[config.mk]
export PLATFORM = sky130hd
export DESIGN_NAME = cpu_mem_responder
export DESIGN_NICKNAME = d
export VERILOG_FILES = /design/src/rtl/cpu_mem_responder.sv
export SDC_FILE = /design/constraint.sdc
export NUM_CORES = 1
export LEC_CHECK = 0
export ABC_AREA = 1
export BUFFER_PORTS_ARGS = -buffer_cell sky130_fd_sc_hd__buf_2
export CORE_ASPECT_RATIO = 1.1
export CORE_MARGIN = 2
export CORE_UTILIZATION = 47
export DETAILED_ROUTE_END_ITERATION = 7
export PLACE_DENSITY = 0.77
export SLEW_MARGIN = 20
export SYNTH_ARGS = -nofsm -noshare
export SYNTH_HDL_FRONTEND = slang
export SYNTH_SLANG_ARGS = --single-unit
[constraint.sdc]
create_clock -name clk -period 1.5 [get_ports clk]
set_input_delay 0.3 -clock clk [delete_from_list [all_inputs] [get_ports clk]]
set_output_delay 0.3 -clock clk [all_outputs]
set_load 0.005 [all_outputs]
[src/rtl/cpu_mem_responder.sv]
// Serves the CPU icache and dcache ports from one single-ported backing memory.
// The data access always goes first; stall is held while any captured access is outstanding.
module cpu_mem_responder #(
    parameter int unsigned ADDR_W = 30,
    parameter int unsigned DATA_W = 32
) (
    input  logic              clk,
    input  logic              rst_n,
    input  logic [31:0]       dcache_addr,
    input  logic [3:0]        dcache_we,
    input  logic              dcache_re,
    input  logic [DATA_W-1:0] dcache_din,
    output logic [DATA_W-1:0] dcache_dout,
    input  logic [31:0]       icache_addr,
    input  logic [3:0]        icache_we,
    input  logic              icache_re,
    input  logic [DATA_W-1:0] icache_din,
    output logic [DATA_W-1:0] instruction,
    output logic              stall,
    output logic              mem_req_valid,
    input  logic              mem_req_ready,
    output logic              mem_req_rnw,
    output logic [ADDR_W-1:0] mem_req_addr,
    output logic [DATA_W-1:0] mem_req_wdata,
    output logic [3:0]        mem_req_wmask,
    input  logic              mem_resp_valid,
    input  logic [DATA_W-1:0] mem_resp_data
);

    typedef enum logic [2:0] {
        IDLE   = 3'd0,
        D_REQ  = 3'd1,
        D_WAIT = 3'd2,
        I_REQ  = 3'd3,
        I_WAIT = 3'd4
    } state_t;

    state_t            state;
    logic [ADDR_W-1:0] i_addr_q;
    logic [3:0]        i_we_q;
    logic [DATA_W-1:0] i_din_q;
    logic              i_pend_q;

    logic d_pend_c;
    logic i_pend_c;
    logic d_wr_c;
    logic i_wr_c;
    logic d_done_c;
    logic unused_addr_bits;

    assign d_pend_c = dcache_re | (|dcache_we);
    assign i_pend_c = icache_re | (|icache_we);
    assign d_wr_c   = |dcache_we;
    assign i_wr_c   = |icache_we;
    assign unused_addr_bits = ^{dcache_addr[1:0], icache_addr[1:0]};

    // Data side finished: posted write accepted or read response returned.
    assign d_done_c = ((state == D_REQ) && mem_req_ready && !mem_req_rnw) ||
                      ((state == D_WAIT) && mem_resp_valid);

    always_ff @(posedge clk or negedge rst_n) begin
        if (!rst_n) begin
            state         <= IDLE;
            stall         <= 1'b0;
            dcache_dout   <= '0;
            instruction   <= '0;
            mem_req_valid <= 1'b0;
            mem_req_rnw   <= 1'b0;
            mem_req_addr  <= '0;
            mem_req_wdata <= '0;
            mem_req_wmask <= '0;
            i_addr_q      <= '0;
            i_we_q        <= '0;
            i_din_q       <= '0;
            i_pend_q      <= 1'b0;
        end else begin
            case (state)
                IDLE: begin
                    i_pend_q <= i_pend_c;
                    i_addr_q <= icache_addr[ADDR_W+1:2];
                    i_we_q   <= icache_we;
                    i_din_q  <= icache_din;
                    if (d_pend_c) begin
                        state         <= D_REQ;
                        stall         <= 1'b1;
                        mem_req_valid <= 1'b1;
                        mem_req_rnw   <= !d_wr_c;
                        mem_req_addr  <= dcache_addr[ADDR_W+1:2];
                        mem_req_wdata <= d_wr_c ? dcache_din : '0;
                        mem_req_wmask <= dcache_we;
                    end else if (i_pend_c) begin
                        state         <= I_REQ;
                        stall         <= 1'b1;
                        mem_req_valid <= 1'b1;
                        mem_req_rnw   <= !i_wr_c;
                        mem_req_addr  <= icache_addr[ADDR_W+1:2];
                        mem_req_wdata <= i_wr_c ? icache_din : '0;
                        mem_req_wmask <= icache_we;
                    end
                end
                D_REQ: begin
                    if (mem_req_ready) begin
                        mem_req_valid <= 1'b0;
                        if (mem_req_rnw) begin
                            state <= D_WAIT;
                        end
                    end
                end
                D_WAIT: begin
                    if (mem_resp_valid) begin
                        dcache_dout <= mem_resp_data;
                    end
                end
                I_REQ: begin
                    if (mem_req_ready) begin
                        mem_req_valid <= 1'b0;
                        if (mem_req_rnw) begin
                            state <= I_WAIT;
                        end else begin
                            state <= IDLE;
                            stall <= 1'b0;
                        end
                    end
                end
                I_WAIT: begin
                    if (mem_resp_valid) begin
                        instruction <= mem_resp_data;
                        state       <= IDLE;
                        stall       <= 1'b0;
                    end
                end
                default: begin
                    state         <= IDLE;
                    stall         <= 1'b0;
                    mem_req_valid <= 1'b0;
                end
            endcase

            // Hand off to the latched instruction access, or return to idle.
            if (d_done_c) begin
                if (i_pend_q) begin
                    state         <= I_REQ;
                    mem_req_valid <= 1'b1;
                    mem_req_rnw   <= !(|i_we_q);
                    mem_req_addr  <= i_addr_q;
                    mem_req_wdata <= (|i_we_q) ? i_din_q : '0;
                    mem_req_wmask <= i_we_q;
                end else begin
                    state <= IDLE;
                    stall <= 1'b0;
                end
            end
        end
    end

endmodule

==> impl_metrics.env, run 1 <==
export IMPL_hold_slack_ns=0.0130
export IMPL_start_util_pct=48.0
export IMPL_final_antenna_net_count=0
export IMPL_grt_max_degree=49
export IMPL_antenna_found_initial=3
export IMPL_grt_pass1_wl_um=45400
export IMPL_cts_made_buffers=22
export IMPL_synth_cell_types=26
export IMPL_port_buffers=302
export IMPL_finalWeightedCongestion=0.862
export IMPL_maxSlewViolCount=0
export IMPL_crit_arrival_ns=1.99
export IMPL_p_total_mw=26.7
export IMPL_syn_area_sq_um=9900
export IMPL_die_area_sq_um=22200
export IMPL_status="finished, violations left"
export IMPL_clock_latency_ns=0.51
export IMPL_place_hpwl_um=19100
export IMPL_start_kind="register"
export IMPL_wirelength_um=29700
export IMPL_rsz0062_at_grt="true"
export IMPL_final_layout_size_suffix_gt1_share_pct=28.5
export IMPL_cts_htree_levels=1
export IMPL_violations="setup timing"
export IMPL_cts_sinks=203
export IMPL_power_density_nw_per_um2=1980
export IMPL_drc=0
export IMPL_dr_pass1_iters=5
export IMPL_worst_pin_slew_ns=0.366
export IMPL_skew_ns=0.0139
export IMPL_cp_required_ns=1.94
export IMPL_track_usage_pct=25.2
export IMPL_cts_buffer_depth=3
export IMPL_core_sq_um=20600
export IMPL_yosysTopAreaCell="dfrtp_1"
export IMPL_nNetsFinal=1844
export IMPL_via_per_inst=4.99
export IMPL_yosys_register_bits=203
export IMPL_endpoint_kind="register"
export IMPL_syn2layout_area_growth_pct=36.2
export IMPL_routedWlPerCell_um=15.3
export IMPL_tritoncts="done"
export IMPL_row_count=55
export IMPL_cellLeakagePower_nw=7.87
export IMPL_dieHeight_um=156
export IMPL_hold_violations=0
export IMPL_synth_top_area_share_pct=51.3
export IMPL_syn_nets=1491
export IMPL_vias=9705
export IMPL_maxCapViolCount=0
export IMPL_drtIter0Drc=564
export IMPL_maxSlewHeadroom_pct=75.6
export IMPL_syn_inst=1317
export IMPL_synthTopCellsByArea="dfrtp_1 51%, nand2_1 24%, inv_1 4.4%"
export IMPL_fin_crit_sh_pct=103
export IMPL_clock_root_buffer="clkbuf_16"
export IMPL_synth_warnings=0
export IMPL_ys_seq_area_share_pct=51.3
export IMPL_setup_ws_ns=-0.0520
export IMPL_gr_total_overflow=0
export IMPL_crit_type="reg2reg"
export IMPL_crit_fanout=9
export IMPL_setup_viol=66
export IMPL_grt_pass1_vias=9232
export IMPL_fmax_ghz=0.644
export IMPL_num_io_pins=307
export IMPL_die_width_um=142
export IMPL_syn_avg_cell_area_sq_um=7.52
export IMPL_ir_drop_mv=0.889
export IMPL_fin_crit_ns=1.55
export IMPL_hold_class="in2reg"
export IMPL_cts_clk_slew_worst_paths_ns=0.06
[worst max-delay path, cell delays in order (launching register included)]
cell and delay [ns]:
dfrtp_1 0.41, inv_2 0.11, nand2_2 0.09, nor2_4 0.13, nand2_4 0.09, a21oi_4 0.19, buf_6 0.19, clkbuf_16 0.17
nand2_1 0.05, nand2_1 0.06
[stage by stage]
| step | instance area [sq um] | util, % | worst slack, ns | setup TNS (ns) | cells |
|---|---|---|---|---|---|
| 6_report | 13500 | 65.3 | -0.0520 | -1.90 | 1945 |
| 4_1_cts | 13100 | 63.5 | -0.0173 | -0.117 | 1927 |
| 3_5_place_dp | 12200 | 58.9 | -0.154 | -10.15 | 1868 |
| 5_1_grt | 13500 | 65.3 | -0.146 | -9.91 | 1943 |
| 2_1_floorplan | 9900 | - | 0.00952 | 0 | 1317 |
| 3_3_place_gp | 12200 | 58.9 | -0.102 | -5.54 | 1868 |
[cell usage in the layout (no fill, tap or decap), types with 3 or more instances in the layout]
cell,count
dlygate4sd3_1,16
nor2_2,11
clkbuf_1,8
o21ai_0,45
nand2_1,622
nand2_4,5
inv_1,115
clkbuf_8,4
buf_6,8
o21bai_1,4
buf_2,301
mux2_2,27
clkbuf_16,29
diode_2,3
nand4_1,30
nor2_1,51
a21oi_1,71
nor2_4,4
inv_2,3
nand3_1,37
nand2_2,5
buf_12,26
dfrtp_1,202
clkinv_2,5
buf_4,43
[where the power goes]
part | internal [mW] | switching [mW]
logic | 5.40 | 6.68
clock network | 3.05 | 2.17
registers | 8.02 | 1.33
[repair_timing]
action                                  CTS  global route
hold buffers                             16             0
pin swaps                                 1             5
endpoints found under the hold margin    44             0
buffers inserted                          2             7
resized for setup                        16            27
cloned                                    1             8
endpoints found under the setup margin   98           157
[metal layers]
| metal | track usage (%) | wire length, um |
|---|---|---|
| met4 | 8.91 | 843 |
| met1 | 31.5 | 12000 |
| met5 | 0 | 0 |
| met3 | 4.25 | 2030 |
| met2 | 44.4 | 14800 |
[synthesized netlist by cell type (all sizes together)]
cell / number
nor2: 66
buf: 51
o21bai: 4
nand4: 30
dfrtp: 203
inv: 119
clkinv: 1
o21ai: 46
o22ai: 1
clkbuf: 24
a21oi: 72
nand3: 38
mux2: 27
nor3: 1
nand2: 633
nand3b: 1
[final cells by class]
class | count | area (sq um)
Multi-Input combinational cell | 919 | 4090
Timing Repair Buffer | 404 | 2830
Tap cell | 256 | 320
Fill cell | 1715 | 7160
Clock inverter | 7 | 71.3
Inverter | 120 | 455
Clock buffer | 33 | 622
Sequential cell | 203 | 5080
Antenna cell | 3 | 7.51
[registers in the layout, summed over array words and instances (netlist names), 4 cells and up]
| name | flops |
|---|---|
| dcache_dout | 32 |
| i_addr_q | 30 |
| i_din_q | 32 |
| i_we_q | 4 |
| instruction | 32 |
| mem_req_addr | 30 |
| mem_req_wdata | 32 |
| mem_req_wmask | 4 |
[cells by family (layout without fill, tap and decap cells)]
group / Yosys count / count (layout) / synth area share (%)
other cells: 0 / 3 / 0
mux: 27 / 27 / 3.07
compound gates: 123 / 123 / 6.45
simple gates: 769 / 769 / 30.9
buf+inv: 195 / 564 / 8.30
flops: 203 / 203 / 51.3
[worst paths after layout]
path / start / endpoint / slack, ns / cells past startpoint
setup / recovery: state[2]$_DFFE_PN0P_ / mem_req_addr[14]$_DFF_PN0_ / -0.05 / 9
hold / removal: mem_resp_data[9] / dcache_dout[9]$_DFFE_PN0P_ / 0.01 / 3
setup reg to reg: state[2]$_DFFE_PN0P_ / mem_req_addr[14]$_DFF_PN0_ / -0.05 / 9
hold reg to reg: i_din_q[4]$_DFFE_PN0P_ / mem_req_wdata[4]$_DFF_PN0_ / 0.47 / 2
max in group asynchronous: rst_n / instruction[24]$_DFFE_PN0P_ / 0.64 / 3
min in group asynchronous: rst_n / instruction[13]$_DFFE_PN0P_ / 0.29 / 2
Power figures use the tool's default switching activity.
==> run 2, diff against run 1 <==
--- a/config.mk
+++ b/config.mk
@@ -6,12 +6,13 @@
 export NUM_CORES = 1
 export LEC_CHECK = 0
 export ABC_AREA = 1
-export BUFFER_PORTS_ARGS = -buffer_cell sky130_fd_sc_hd__buf_2
 export CORE_ASPECT_RATIO = 1.1
 export CORE_MARGIN = 2
-export CORE_UTILIZATION = 47
+export CORE_UTILIZATION = 58
 export DETAILED_ROUTE_END_ITERATION = 7
-export PLACE_DENSITY = 0.77
+export DONT_BUFFER_PORTS = 1
+export PLACE_DENSITY = 0.76
+export SKIP_CTS_REPAIR_TIMING = 1
 export SLEW_MARGIN = 20
 export SYNTH_ARGS = -nofsm -noshare
 export SYNTH_HDL_FRONTEND = slang
==> impl_metrics.env, run 2 (synthesis gave the netlist of run 1 again) <==
export IMPL_use_met1_pct=36.0
export IMPL_gr_usage_met2_pct=46.8
export IMPL_core_sq_um=16900
export IMPL_layout_common_cells="565 x nand2_1, 203 x dfrtp_1, 114 x inv_1"
export IMPL_via_per_inst=5.64
export IMPL_p_comb_share_pct=42.5
export IMPL_final_common_cell="nand2_1"
export IMPL_num_io_pins=307
export IMPL_cts_made_buffers=21
export IMPL_hold_violations=220
export IMPL_drtIter0Drc=797
export IMPL_skew_ns=0.0143
export IMPL_setup_ws_ns=-0.155
export IMPL_swShare_pct=40.0
export IMPL_power_frac_seq_pct=37.9
export IMPL_vias=9288
export IMPL_maxCapViolCount=0
export IMPL_final_antenna_net_count=0
export IMPL_violations="hold timing, setup timing"
export IMPL_antenna_found_initial=0
export IMPL_crit_fanout=10
export IMPL_clock_latency_ns=0.51
export IMPL_nNetsFinal=1600
export IMPL_syn2layout_area_growth_pct=29.4
export IMPL_row_count=50
export IMPL_critPathSlowestCell="dfrtp_1"
export IMPL_endpoint_kind="register"
export IMPL_setup_viol=127
export IMPL_gr_total_overflow=0
export IMPL_p_switching_mw=10.6
export IMPL_use_met3_pct=6.38
export IMPL_status="finished, violations left"
export IMPL_hold_class="in2async"
export IMPL_crit_start="state[2]$_DFFE_PN0P_"
export IMPL_maxSlewHeadroom_pct=71.4
export IMPL_fin_crit_ns=1.65
export IMPL_port_buffers=0
export IMPL_tns_ns=-10.46
export IMPL_cts_sinks=203
export IMPL_placed_area_sq_um=10400
export IMPL_final_layout_size_suffix_gt1_share_pct=17.6
export IMPL_tritoncts="done"
export IMPL_wirelength_um=31100
export IMPL_crit_arrival_ns=2.08
export IMPL_fillCellCount=1161
export IMPL_p_total_mw=26.6
export IMPL_routedWlPerCell_um=18.9
export IMPL_clock_root_buffer="clkbuf_16"
export IMPL_hold_slack_ns=-0.495
export IMPL_start_util_pct=58.6
export IMPL_path_cells="inv_2 > nand2_4 > nor2_4 > nand2_4 > a21oi_4 > buf_4 > buf_12 > nor2_1 > a21oi_1"
export IMPL_dieHeight_um=141
export IMPL_top_usage_layer="met2"
export IMPL_fin_crit_sh_pct=110
export IMPL_grt_pass1_wl_um=40700
export IMPL_cellLeakagePower_nw=7.00
export IMPL_diodes=0
export IMPL_dr_pass1_iters=5
export IMPL_drc=0
export IMPL_p_int_mw=15.9
export IMPL_start_kind="register"
export IMPL_finalWeightedCongestion=0.876
export IMPL_design_area_sq_um=12800
export IMPL_ir_drop_mv=1.14
export IMPL_die_area_sq_um=18100
export IMPL_final_core_util_pct=75.8
export IMPL_grt_max_degree=204
export IMPL_worst_pin_slew_ns=0.429
export IMPL_fmax_ghz=0.604
export IMPL_maxSlewViolCount=0
export IMPL_cts_htree_levels=1
export IMPL_cts_buffer_depth=3
export IMPL_rsz0062_at_grt="true"
export IMPL_cts_clk_slew_worst_paths_ns=0.06
export IMPL_pwr_share_clk_pct=19.5
export IMPL_place_hpwl_um=16900
export IMPL_die_width_um=129
export IMPL_timing_rr_start="state[2]$_DFFE_PN0P_"
export IMPL_grt_pass1_vias=7837
export IMPL_crit_type="reg2reg"
export IMPL_cp_required_ns=1.93
export IMPL_critPathTopFamily="buffers and inverters"
export IMPL_cpMostUsedCell="nand2_4"
export IMPL_track_usage_pct=27.8
export IMPL_power_density_nw_per_um2=2070
export IMPL_slowest_delay_ns=0.45
export IMPL_crit_buf_inv=3
==> run 2: changes by cell type in the layout (fill, tap and decap cells not counted), sizes merged <==
cell / previous run / this run
buf: 380 / 74
bufinv: 1 / 2
clkbuf: 41 / 43
clkinv: 8 / 3
clkinvlp: 0 / 2
diode: 3 / 0
dlygate4sd3: 16 / 71
inv: 118 / 120
nand2: 633 / 634
==> run 2: per-layer routing <==
layer / part of all wire [%] / wire [um]
met1: 38 / 11800
met2: 50 / 15600
met3: 9.0 / 2810
met4: 3.1 / 954
met5: 0 / 0
==> run 2: final timing paths <==
path	end	slack (ns)	depth (start not counted)
worst min-delay path	mem_req_addr[17]$_DFF_PN0_	-0.50	0
max in group asynchronous	instruction[25]$_DFFE_PN0P_	1.61	0
worst max-delay path	mem_req_wmask[0]$_DFF_PN0_	-0.15	9
worst max register to register	mem_req_wmask[0]$_DFF_PN0_	-0.15	9
min in group clk	instruction[31]$_DFFE_PN0P_	-0.04	2
worst min register to register	mem_req_addr[26]$_DFF_PN0_	0.47	2
==> run 2: power groups by stage <==
stage / Clock [mW] / Sequential (mW) / Combinational [mW]
finish: 5.19 / 10.1 / 11.3
CTS: 5.23 / 9.85 / 8.60
detailed placement: 0 / 9.91 / 8.54
global route: 5.46 / 10.3 / 12.5
floorplan: 0 / 9.36 / 6.25
global placement: 0 / 9.85 / 8.27
==> run 2: per-stage QoR <==
step / setup WS [ns] / instances / hold WS [ns]
finish: -0.155 / 1646 / -0.495
global route: -0.200 / 1646 / -0.518
CTS: -0.133 / 1541 / -0.516
detailed placement: -0.0946 / 1506 / 0.0105
global placement: -0.0648 / 1506 / 0.0113
floorplan: 0.00952 / 1317 / 0.00441
==> run 2: cell type report <==
type / instances / area [sq um] / area share [%]
Tap cell: 208 / 260 / 2.03
Inverter: 120 / 472 / 3.68
Sequential cell: 203 / 5080 / 39.7
Clock inverter: 7 / 91.3 / 0.713
Timing Repair Buffer: 160 / 1950 / 15.2
Multi-Input combinational cell: 920 / 4380 / 34.2
Clock buffer: 28 / 572 / 4.46
